[src/rtl/spi_txn_fsm.sv]
`default_nettype none
// ============================================================================
//  Module      : spi_txn_fsm
//  Description : SPI memory-slave transaction controller. Tracks one
//                address/R-W byte followed by one data byte per chip-select
//                frame and sequences the address latch, shift-register load,
//                data-memory write and MISO output enable.
//  Revision    : 1.0 - initial release
// ============================================================================
module spi_txn_fsm #(
    parameter int ADDR_BITS = 7,
    parameter int DATA_BITS = 8,
    parameter int CNT_W     = 4
) (
    input  logic             Clk,
    input  logic             Reset,
    input  logic             cs_n,
    input  logic             sclk_pos,
    input  logic             sclk_neg,
    input  logic             rw_bit,
    output logic             addr_we,
    output logic             sr_we,
    output logic             dm_we,
    output logic             miso_en,
    output logic             busy,
    output logic [CNT_W-1:0] bit_count
);

    localparam logic [2:0] c_IDLE         = 3'd0;
    localparam logic [2:0] c_GET_ADDR     = 3'd1;
    localparam logic [2:0] c_GOT_ADDR     = 3'd2;
    localparam logic [2:0] c_READ_LOAD    = 3'd3;
    localparam logic [2:0] c_READ_SHIFT   = 3'd4;
    localparam logic [2:0] c_WRITE_SHIFT  = 3'd5;
    localparam logic [2:0] c_WRITE_COMMIT = 3'd6;
    localparam logic [2:0] c_DONE         = 3'd7;

    // Address phase carries the R/W flag as one extra bit.
    localparam logic [CNT_W-1:0] c_ADDR_LAST = CNT_W'(ADDR_BITS + 1);
    localparam logic [CNT_W-1:0] c_DATA_LAST = CNT_W'(DATA_BITS);

    logic [2:0]       state_q, state_d;
    logic [CNT_W-1:0] count_q, count_d;
    logic [CNT_W-1:0] count_inc;

    assign count_inc = count_q + CNT_W'(1);

    // Next-state and bit-counter logic; a raised chip select overrides any edge.
    always_comb begin
        state_d = state_q;
        count_d = count_q;
        if ((state_q != c_IDLE) && cs_n) begin
            state_d = c_IDLE;
            count_d = '0;
        end else begin
            case (state_q)
                c_IDLE: begin
                    count_d = '0;
                    if (!cs_n) begin
                        state_d = c_GET_ADDR;
                    end
                end
                c_GET_ADDR: begin
                    if (sclk_pos) begin
                        count_d = count_inc;
                        if (count_inc == c_ADDR_LAST) begin
                            state_d = c_GOT_ADDR;
                        end
                    end
                end
                c_GOT_ADDR: begin
                    count_d = '0;
                    state_d = rw_bit ? c_READ_LOAD : c_WRITE_SHIFT;
                end
                c_READ_LOAD: begin
                    state_d = c_READ_SHIFT;
                end
                c_READ_SHIFT: begin
                    // Read data leaves on falling edges so the master samples on rising.
                    if (sclk_neg) begin
                        count_d = count_inc;
                        if (count_inc == c_DATA_LAST) begin
                            state_d = c_DONE;
                        end
                    end
                end
                c_WRITE_SHIFT: begin
                    if (sclk_pos) begin
                        count_d = count_inc;
                        if (count_inc == c_DATA_LAST) begin
                            state_d = c_WRITE_COMMIT;
                        end
                    end
                end
                c_WRITE_COMMIT: begin
                    state_d = c_DONE;
                end
                c_DONE: begin
                    state_d = c_DONE;
                end
                default: begin
                    state_d = c_IDLE;
                    count_d = '0;
                end
            endcase
        end
    end

    // State and counter registers.
    always_ff @(posedge Clk or posedge Reset) begin
        if (Reset) begin
            state_q <= c_IDLE;
            count_q <= '0;
        end else begin
            state_q <= state_d;
            count_q <= count_d;
        end
    end

    // Moore output decode from the state register only.
    always_comb begin
        addr_we   = (state_q == c_GOT_ADDR);
        sr_we     = (state_q == c_READ_LOAD);
        dm_we     = (state_q == c_WRITE_COMMIT);
        miso_en   = (state_q == c_READ_SHIFT);
        busy      = (state_q != c_IDLE);
        bit_count = count_q;
    end

endmodule
`default_nettype wire

[config.mk]
export PLATFORM = sky130hd
export DESIGN_NAME = spi_txn_fsm
export DESIGN_NICKNAME = d
export VERILOG_FILES = /design/src/rtl/spi_txn_fsm.sv
export SDC_FILE = /design/constraint.sdc
export NUM_CORES = 1
export LEC_CHECK = 0
export ABC_CLOCK_PERIOD_IN_PS = 3900
export CAP_MARGIN = 20
export CORE_MARGIN = 4
export CORE_UTILIZATION = 40
export DETAILED_ROUTE_END_ITERATION = 8
export DONT_BUFFER_PORTS = 1
export PLACE_DENSITY_LB_ADDON = 0.2
export SLEW_MARGIN = 0
export SYNTH_ARGS = -nofsm -noshare
export SYNTH_HDL_FRONTEND = slang
export SYNTH_SLANG_ARGS = --single-unit
[constraint.sdc]
create_clock -name Clk -period 3.9 [get_ports Clk]
set_input_delay 0.78 -clock Clk [delete_from_list [all_inputs] [get_ports Clk]]
set_output_delay 0.78 -clock Clk [all_outputs]
set_load 0.01 [all_outputs]
Yosys cells after proc, flatten, opt, wreduce, memory -nomap -nowiden

Cells that the tools add are included.

Flip-flop bits (word level): 7
Bits of input ports: 6
Output and inout port bits: 9
Logic and storage cells: 42

Add/sub/neg operators: 1
Eq/ne operators: 16
Multiplexer cells: 14
Reductions and logical operators: 9

Operators with widths:

| operator              | number |
|---|---|
| $mux W3               | 9 |
| $pmux W3 S7           | 1 |
| $ne A3 B3 Y1 const B  | 5 |
| $eq A3 B3 Y1 const B  | 4 |
| $mux W4               | 3 |
| $pmux W4 S3           | 1 |
| $reduce_and A7 Y1     | 1 |
| $eq A3 B2 Y1 const B  | 2 |
| $ne A3 B1 Y1 const B  | 2 |
| $reduce_or A2 Y1      | 3 |
| $add A4 B1 Y4 const B | 1 |
| $eq A4 B4 Y1 const B  | 1 |
| $reduce_bool A4 Y1    | 1 |
| $eq A3 B1 Y1 const B  | 1 |
| $logic_not A3 Y1      | 1 |
| $ne A3 B2 Y1 const B  | 1 |
| $reduce_and A3 Y1     | 1 |
| $reduce_bool A3 Y1    | 1 |
| $logic_and A1 B1 Y1   | 1 |

Depth between registers and ports, before layout

Gate-level depths: netlist of the first run.

Word-level depth: 6
Gate-level depth with buffers: 5
Mapped depth without buffers: 4

Worst setup path before layout of the first run

OpenSTA, ideal clock, no wires.

Path type: reg2out
From: reg state_q[0]
To: out busy
Arrival time: 0.956 ns
Data required time: 3.120 ns
Setup slack: 2.164 ns
Cell stages (with the launch flop): 3
Buffers on the path: 1
Cells stage by stage: dfrtp_1 > buf_2 > or3_1

Cells in the longest elaborated chain, start to end: 1

RTL lines:

| element                  | line | source |
|---|---|---|
| start: declaration       | 42   | `logic [2:0] state_q, state_d;` |
| start signal: assignment | 112  | `state_q <= c_IDLE;` |
| start signal: assignment | 115  | `state_q <= state_d;` |
| $reduce_bool A3 Y1       | 126  | `busy = (state_q != c_IDLE);` |
| end: declaration         | 25   | `output logic busy,` |

No other way between the ends.

Worst setup path in the final report of the first run

From: reg state_q[1]
To: out dm_we

Cells in the longest elaborated chain, start to end: 1

RTL lines:

| element          | line | source |
|---|---|---|
| $eq A3 B3 Y1     | 124  | `dm_we = (state_q == c_WRITE_COMMIT);` |
| end: declaration | 23   | `output logic dm_we,` |

No other way between the ends.

==> results.sh, run 1 <==
export IMPL_startpoint="state_q[1]$_DFFE_PP0P_"
export IMPL_timing_rr_start="state_q[0]$_DFFE_PP0P_"
export IMPL_async_reset_ff_frac=1.000
export IMPL_dieWidth_um=44.25
export IMPL_ctsHoldBuffers=0
export IMPL_cts_made_buffers=3
export IMPL_grt_usage=0.1242
export IMPL_reg2reg_depth=4
export IMPL_synth_seq_area_share=0.3333
export IMPL_yosysWarnings=0
export IMPL_cts_setup_buffers=0
export IMPL_cp_data_arrival_time_ps=1300
export IMPL_netlist_instances=57
export IMPL_cts_sinks=7
export IMPL_leakagePower_uw=0.0002462
export IMPL_fin_setup_tns_ps=0
export IMPL_core_area_um2=1171
export IMPL_yosys_area_top_type="dfrtp_1"
export IMPL_dr_pass1_iters=3
export IMPL_powerDensity_nw_per_um2=366.8
export IMPL_start_util=0.4487
export IMPL_status="completed"
export IMPL_portBuffers=0
export IMPL_synth_edf_count=0
export IMPL_synth_area_per_cell_um2=9.219
export IMPL_vias_per_cell=5.861
export IMPL_yosysTopAreaCellShare=0.3333
export IMPL_cp_end_kind="output port"
export IMPL_fin_util=0.4679
export IMPL_synth_most_common_cell="dfrtp_1"
export IMPL_dpl_hpwl_um=764.4
export IMPL_synth_cell_types=35
export IMPL_postRouteAntennaNets=0
export IMPL_fin_nets=66
export IMPL_gp_congestion=0.7619
export IMPL_setup_viol=0
export IMPL_rr_endpoint="bit_count[3]$_DFFE_PP0P_"
export IMPL_fin_area_um2=548.0
export IMPL_hp_class="primary input to async pin"
export IMPL_grt_max_degree=14
export IMPL_cts_resized_gates=0
export IMPL_ir_worst_vdd_mv=0.1547
export IMPL_fmax_mhz=481.8
export IMPL_rrSetupSlack_ps=2280
export IMPL_clk_pin_slew_ps=50
export IMPL_grt_ovfl_total=0
export IMPL_clock_skew_ps=4.676
export IMPL_tightest_slew_ps=398.6
export IMPL_ys_ff_latch=7
export IMPL_antenna_found_initial=0
export IMPL_grt_pass1_vias=379
export IMPL_start_kind="flop"
export IMPL_max_clock_path_buffers=2
export IMPL_tritoncts="built"
export IMPL_die_h_um=44.25
export IMPL_area_growth_pct=4.286
export IMPL_first_iter_violations=3
export IMPL_wl_per_cell_um=14.49
export IMPL_finalHoldViolations=0
export IMPL_rsz0062_at_grt="no"
export IMPL_cts_max_level=1
export IMPL_period_minus_slack_ps=2076
export IMPL_syn_cell_area_um2=525.5
export IMPL_top_level_ports=15
export IMPL_netlist_top_cells_count="dfrtp_1 (7), nor2_1 (5), nand2_1 (3), o21ai_0 (3)"
export IMPL_worstPathRequired_ps=3120
export IMPL_path_class="flop to output port"
export IMPL_insertion_delay_ps=250
export IMPL_slew_viol_final=0
export IMPL_synthTopCellsByArea="dfrtp_1 (33%), nor2_1 (3.6%), and3b_1 (3.3%)"
export IMPL_cp_endpoint="dm_we"
export IMPL_synth_nets=64
export IMPL_finalCritPeriodShare=0.5322
export IMPL_synthFlopType="dfrtp_1"
export IMPL_grt_pass1_wl_mm=1.745
export IMPL_placed_cell_area_um2=521.8
export IMPL_routed_wl_mm=1.043
export IMPL_drc=0
export IMPL_n_fill_cell=122
export IMPL_worstPathMaxFanout=10
export IMPL_maxCapViolCount=0
export IMPL_insertedDiodeCount=0
export IMPL_layout_drive_gt1_share=0.1897
export IMPL_slew_headroom=0.7343
export IMPL_die_area_um2=1958
export IMPL_num_vias=422
export IMPL_cts_root_buf="clkbuf_4"
export IMPL_fp_row_count=12
worst min-delay path by stage:
stage / startpoint / endpoint / slack (ps) / cells past startpoint
final: Reset / bit_count[3]$_DFFE_PP0P_ / 350 / 1
after CTS: Reset / bit_count[3]$_DFFE_PP0P_ / 350 / 1
after floorplan: Reset / bit_count[0]$_DFFE_PP0P_ / 580 / 1
after detailed placement: Reset / state_q[2]$_DFFE_PP0P_ / 630 / 1
after global routing: Reset / bit_count[3]$_DFFE_PP0P_ / 360 / 1
after global placement: Reset / state_q[2]$_DFFE_PP0P_ / 630 / 1
per-stage QoR:
| step | total power, uW | std cells | hold slack (ps) | setup WS (ps) |
|---|---|---|---|---|
| after floorplan | 132.0 | 57 | 583.4 | 2164 |
| after global placement | 136.0 | 68 | 626.3 | 2091 |
| after detailed placement | 136.3 | 68 | 627.3 | 2091 |
| after CTS | 205.0 | 72 | 350.0 | 1801 |
| after global routing | 219.8 | 72 | 356.2 | 1725 |
| final | 201.0 | 72 | 346.1 | 1824 |
worst max-delay path, cell delays in order (launching register included):
cell,delay (ps)
dfrtp_1,540
inv_2,120
nor3b_1,380
where the power goes:
group          total [uW]  leakage (uW)  internal (uW)  switching (uW)
Clock                66.6     0.0000150           39.1            27.5
Combinational        40.1      0.000137           19.1            21.0
Sequential           94.4     0.0000940           78.4            16.0
placed cells by master, fill, tap and decap left out, drive strengths merged, types with 2 or more instances in the layout:
cell    Yosys  final
nor2        5      5
nor2b       2      2
nor3b       3      3
nand2       3      3
nor3        2      2
o21ai       5      5
inv         3      3
and2b       2      2
and3b       2      2
dfrtp       7      7
clkbuf      1      4
a21oi       3      3
or3         2      2
cells by family after synthesis:
group	Yosys count	share of synthesized area
compound gates	17	0.2500
buf+inv	6	0.06188
flops	7	0.3333
fa+ha+maj	1	0.02381
mux	1	0.02856
simple gates	25	0.3024
per-layer routing:
metal  share of wire  vias up  GRT usage
met4               0        0    0.03614
met1            0.46      197     0.1565
met2            0.47       10     0.1744
met3           0.072        0    0.07724
met5               0        -          0
li1                -      215          -
layout make-up:
cell class                 instances  area, um2  area share
inverter                           3      11.26     0.02055
tap                               14      17.52     0.03196
sequential                         7      175.2      0.3196
clock buffer                       4      26.28     0.04795
multi-input combinational         44      317.8      0.5799
state kept, by name (all words and copies together), names as in the netlist:
| name | cells |
|---|---|
| state_q | 3 |
| bit_count | 4 |
No activity file was read; power rests on OpenSTA's default activity.
==> run 2: changes to the inputs <==
- ABC_CLOCK_PERIOD_IN_PS: 3900 -> 1680
- clock period: 3.9 -> 1.68 ns (I/O delays scaled with it)
==> run 2 against run 1 <==
Compared with the run above:
- critical path depth unchanged
- hold slack worse by 210 ps
- die area unchanged
- power up 140%
- combinational power rose to 2.7 times the previous value
- final cell count up 4.2%
- sequential share of layout area down 1.5 points
- clock skew about the same
- clock power up 130%
- global-route usage down 1.1 points
- register-to-register slack worse by 2100 ps
- largest power group unchanged
- sequential power up 130%
==> results.sh, run 2 (synthesis results as in run 1) <==
export IMPL_status="completed"
export IMPL_cts_sinks=7
export IMPL_leakagePower_uw=0.0002595
export IMPL_powerDensity_nw_per_um2=823.3
export IMPL_final_common_cell="dfrtp_1"
export IMPL_period_minus_slack_ps=1581
export IMPL_n_fill_cell=111
export IMPL_cts_made_buffers=3
export IMPL_tightest_slew_ps=362.3
export IMPL_hp_class="primary input to flop"
export IMPL_num_vias=423
export IMPL_core_area_um2=1171
export IMPL_largest_register_ffs=4
export IMPL_grt_usage=0.1136
export IMPL_grt_pass1_wl_mm=1.690
export IMPL_area_growth_pct=10.24
export IMPL_slew_viol_final=0
export IMPL_postRouteAntennaNets=0
export IMPL_fp_row_count=12
export IMPL_setup_viol=0
export IMPL_clk_pin_slew_ps=50
export IMPL_post_place_ws_ps=260.6
export IMPL_clock_skew_ps=4.187
export IMPL_fin_setup_tns_ps=0
export IMPL_fmax_mhz=632.6
export IMPL_start_kind="flop"
export IMPL_path_class="flop to output port"
export IMPL_cts_setup_buffers=0
export IMPL_gp_congestion=0.7523
export IMPL_final_cell_mix="dfrtp_1 (6), nor2_1 (5), o21ai_0 (3), nand2_1 (3), clkbuf_4 (3)"
export IMPL_cp_end_kind="output port"
export IMPL_finalCritPeriodShare=0.9410
export IMPL_critical_path_slowest_cell="dfrtp_1"
export IMPL_ir_worst_vdd_mv=0.3482
export IMPL_fin_nets=69
export IMPL_grt_ovfl_total=0
export IMPL_critPathBufInv=1
export IMPL_insertion_delay_ps=250
export IMPL_fin_util=0.4947
export IMPL_layout_drive_gt1_share=0.2459
export IMPL_antenna_found_initial=0
export IMPL_routed_wl_mm=1.039
export IMPL_dr_pass1_iters=4
export IMPL_cpLargestDelayFamily="flip-flops"
export IMPL_die_area_um2=1958
export IMPL_max_clock_path_buffers=2
export IMPL_slowest_delay_ps=410
export IMPL_vias_per_cell=5.640
export IMPL_die_h_um=44.25
export IMPL_cts_root_buf="clkbuf_4"
export IMPL_start_util=0.4487
export IMPL_insertedDiodeCount=0
export IMPL_worstPathMaxFanout=11
export IMPL_rsz0062_at_grt="no"
export IMPL_finalHoldViolations=0
export IMPL_dpl_hpwl_um=779
export IMPL_cp_data_arrival_time_ps=1240
export IMPL_tritoncts="built"
export IMPL_first_iter_violations=10
export IMPL_dieWidth_um=44.25
export IMPL_wl_per_cell_um=13.85
export IMPL_grt_pass1_vias=391
export IMPL_top_level_ports=15
export IMPL_maxCapViolCount=0
export IMPL_cts_max_level=1
export IMPL_fin_ws_ps=99.19
export IMPL_drc=0
export IMPL_worstPathRequired_ps=1340
export IMPL_grt_max_degree=13
export IMPL_cp_cell_sequence="buf_4 > or3_1"
export IMPL_portBuffers=0
export IMPL_power_uw=477.0
export IMPL_slew_headroom=0.7566
-- run 2: changes by cell type in the layout (fill, tap and decap cells not counted), sizes merged --
cell,change
buf,+2
dlygate4sd3,+1
-- run 2: final cells by class --
class	instances	area, um2	area share
Tap cell	14	17.52	0.03024
Clock buffer	4	26.28	0.04536
Timing Repair Buffer	3	25.02	0.04320
Multi-Input combinational cell	44	322.8	0.5572
Sequential cell	7	176.4	0.3045
Inverter	3	11.26	0.01944
-- run 2: worst paths after layout --
check	startpoint	slack, ps	end	cells past startpoint
worst max register to register	state_q[2]$_DFFE_PP0P_	230	state_q[1]$_DFFE_PP0P_	3
worst max-delay path	state_q[0]$_DFFE_PP0P_	100	busy	2
min in group asynchronous	Reset	470	state_q[2]$_DFFE_PP0P_	2
worst min-delay path	cs_n	140	state_q[1]$_DFFE_PP0P_	1
max in group asynchronous	Reset	970	state_q[1]$_DFFE_PP0P_	2
worst min register to register	bit_count[1]$_DFFE_PP0P_	640	bit_count[1]$_DFFE_PP0P_	2
-- run 2: worst register-to-register path: cells and delay by family (launching register included) --
family | cells | cell delay (ps)
AND/OR/NAND/NOR | 1 | 260
flip-flops | 1 | 520
AO/OA/AOI/OAI | 2 | 570
-- run 2: metrics by stage --
step / instances / hold slack (ps) / cell area, um2
CTS: 75 / 135.7 / 573.1
global placement: 70 / 192.6 / 536.8
detailed placement: 70 / 184.4 / 536.8
finish: 75 / 136.0 / 579.3
global route: 75 / 129.8 / 579.3
floorplan: 57 / 139.4 / 525.5
-- run 2: what timing repair did --
item | CTS | global route
resized for setup | 0 | 2
endpoints found under the hold margin | 7 | 0
setup endpoints to repair | 0 | 2
hold buffers | 1 | 0
-- run 2: layer usage --
| layer | global-route usage | wire, um | up-vias |
|---|---|---|---|
| li1 | - | - | 220 |
| met1 | 0.1453 | 507 | 192 |
| met2 | 0.1715 | 457 | 11 |
| met3 | 0.04878 | 75 | 0 |
| met4 | 0.03614 | 0 | 0 |
| met5 | 0 | 0 | - |
-- run 2: power breakdown --
group,internal (uW),total [uW],switching [uW]
registers,183,213,30.5
clock network,90.7,153,62.6
logic,52.1,110,58.4
==> run 3: changes to the inputs <==
- ABC_CLOCK_PERIOD_IN_PS: 1680 -> 1400
- CORE_MARGIN: 4 -> 2
- clock period: 1.68 -> 1.4 ns (I/O delays scaled with it)
==> run 3 against run 2 <==
Compared with the run above:
- the flow now finishes with violations (negative setup slack)
- clock skew fell by 2.9 ps
- largest power group unchanged
- non-clock buffer count rose by 15
- global-route usage rose by 5.7 points
- sequential cell count did not move
- via count rose by 16%
- combinational power rose by 120%
- design area rose by 28%
- clock-buffer cell count did not move
- sequential power rose by 15%
==> results.sh, run 3 (synthesis results as in run 1) <==
export IMPL_status="complete, but fails checks"
export IMPL_violations="negative setup slack"
export IMPL_highest_layer="met4"
export IMPL_drc=0
export IMPL_max_clock_path_buffers=2
export IMPL_met1_length_um=528
export IMPL_final_common_cell="buf_4"
export IMPL_n_fill_cell=120
export IMPL_vias_per_cell=5.407
export IMPL_cts_root_buf="clkbuf_4"
export IMPL_die_area_um2=1620
export IMPL_grt_pass1_vias=433
export IMPL_dpl_hpwl_um=835.3
export IMPL_timing_rr_start="state_q[0]$_DFFE_PP0P_"
export IMPL_finalCritPeriodShare=1.036
export IMPL_largest_register_ffs=4
export IMPL_grt_max_degree=9
export IMPL_antenna_found_initial=0
export IMPL_p_int_uw=461.0
export IMPL_cts_made_buffers=3
export IMPL_fin_area_um2=743.2
export IMPL_swShare=0.3120
export IMPL_dieWidth_um=40.25
export IMPL_fp_row_count=13
export IMPL_setup_viol=4
export IMPL_cts_max_level=1
export IMPL_rr_endpoint="bit_count[3]$_DFFE_PP0P_"
export IMPL_clk_pin_slew_ps=50
export IMPL_placed_cell_area_um2=605.6
export IMPL_hp_class="primary input to flop"
export IMPL_worstHoldStart="cs_n"
export IMPL_portBuffers=0
export IMPL_rsz0062_at_grt="yes"
export IMPL_startpoint="state_q[0]$_DFFE_PP0P_"
export IMPL_tightest_slew_ps=367.9
export IMPL_gp_congestion=0.6864
export IMPL_path_class="flop to output port"
export IMPL_met2WireLength_um=650
export IMPL_insertedDiodeCount=0
export IMPL_top_level_ports=15
export IMPL_postRouteAntennaNets=0
export IMPL_grt_usage=0.1709
export IMPL_core_area_um2=1269
export IMPL_holdPathStages=1
export IMPL_worstPathMaxFanout=4
export IMPL_power_frac_comb=0.359
export IMPL_first_iter_violations=5
export IMPL_dr_pass1_iters=4
export IMPL_wl_per_cell_um=13.63
export IMPL_finalHoldViolations=0
export IMPL_fin_setup_tns_ps=-116.8
export IMPL_die_h_um=40.25
export IMPL_insertion_delay_ps=250
export IMPL_fin_nets=84
export IMPL_cp_end_kind="output port"
export IMPL_start_util=0.4142
export IMPL_p_sw_uw=209.0
export IMPL_clkPwrFrac=0.276
export IMPL_final_cell_mix="buf_4 (13), dfrtp_1 (5), nor2_1 (4)"
export IMPL_slew_viol_final=0
export IMPL_clock_skew_ps=1.284
export IMPL_num_vias=492
export IMPL_fmax_mhz=689.6
export IMPL_area_growth_pct=41.43
export IMPL_rrSetupSlack_ps=-40
export IMPL_hold_end="state_q[1]$_DFFE_PP0P_"
export IMPL_cts_sinks=7
export IMPL_start_kind="flop"
export IMPL_reg2reg_depth=5
export IMPL_grt_pass1_wl_mm=1.738
export IMPL_seq_power_share=0.365
export IMPL_period_minus_slack_ps=1450
export IMPL_maxCapViolCount=0
export IMPL_layout_drive_gt1_share=0.4342
export IMPL_powerDensity_nw_per_um2=901.5
export IMPL_met3_length_um=49
export IMPL_ir_worst_vdd_mv=0.7987
export IMPL_grt_ovfl_total=0
export IMPL_tritoncts="built"
export IMPL_fin_ws_ps=-50.17
export IMPL_worstPathRequired_ps=1120
export IMPL_leakagePower_uw=0.0003435
export IMPL_routed_wl_mm=1.240
export IMPL_slew_headroom=0.7529
export IMPL_cp_data_arrival_time_ps=1170
run 3: timing repair:
action,4_1_cts,5_1_grt
resized for setup,5,6
buffers inserted,6,0
hold buffers,1,0
pin swaps,2,2
endpoints found under the setup margin,5,11
hold endpoints to repair,7,0
gates cloned,0,0
run 3: worst max path at each step:
stage | endpoint | slack, ps
CTS | bit_count[3]$_DFFE_PP0P_ | -50
floorplan | bit_count[3]$_DFFE_PP0P_ | 40
detailed placement | state_q[1]$_DFFE_PP0P_ | 20
global route | bit_count[3]$_DFFE_PP0P_ | -90
finish | busy | -50
global placement | state_q[1]$_DFFE_PP0P_ | 50
run 3: power groups by stage:
| stage | clock network [uW] | registers, uW | logic [uW] |
|---|---|---|---|
| 6_report | 185 | 244 | 240 |
| 2_1_floorplan | 0 | 241 | 127 |
| 3_5_place_dp | 0 | 251 | 165 |
| 4_1_cts | 189 | 243 | 225 |
| 3_3_place_gp | 0 | 250 | 163 |
| 5_1_grt | 198 | 247 | 262 |
run 3: area by class of cell:
cell class	count	area, um2	area share
clock buffers	4	26.28	0.03535
inverters	3	11.26	0.01515
multi-input cells	44	347.8	0.4680
flip-flops and latches	7	177.7	0.2391
well taps	15	18.77	0.02525
repair buffers	18	161.4	0.2172
run 3: layer usage:
layer  global-route usage  up-vias
li1                     -      249
met1               0.1837      234
met2               0.2823        7
met3              0.07222        2
met4              0.09167        0
met5                    0        -
run 3: through the flow:
| step | instances | total power (uW) | hold slack [ps] | utilization | setup WS [ps] |
|---|---|---|---|---|---|
| 2_1_floorplan | 57 | 367.6 | 83.40 | - | 38.15 |
| 3_3_place_gp | 80 | 413.6 | 120.0 | 0.4773 | 54.81 |
| 3_5_place_dp | 80 | 416.5 | 120.1 | 0.4773 | 21.12 |
| 4_1_cts | 91 | 656.6 | 73.52 | 0.5671 | -48.54 |
| 5_1_grt | 91 | 707.8 | 65.74 | 0.5858 | -89.66 |
| 6_report | 91 | 670.0 | 77.25 | 0.5858 | -50.17 |
run 3: worst max-delay path, cell delays in order, from the launching register on:
cell and delay (ps):
dfrtp_1 410, buf_6 130, or3_4 370
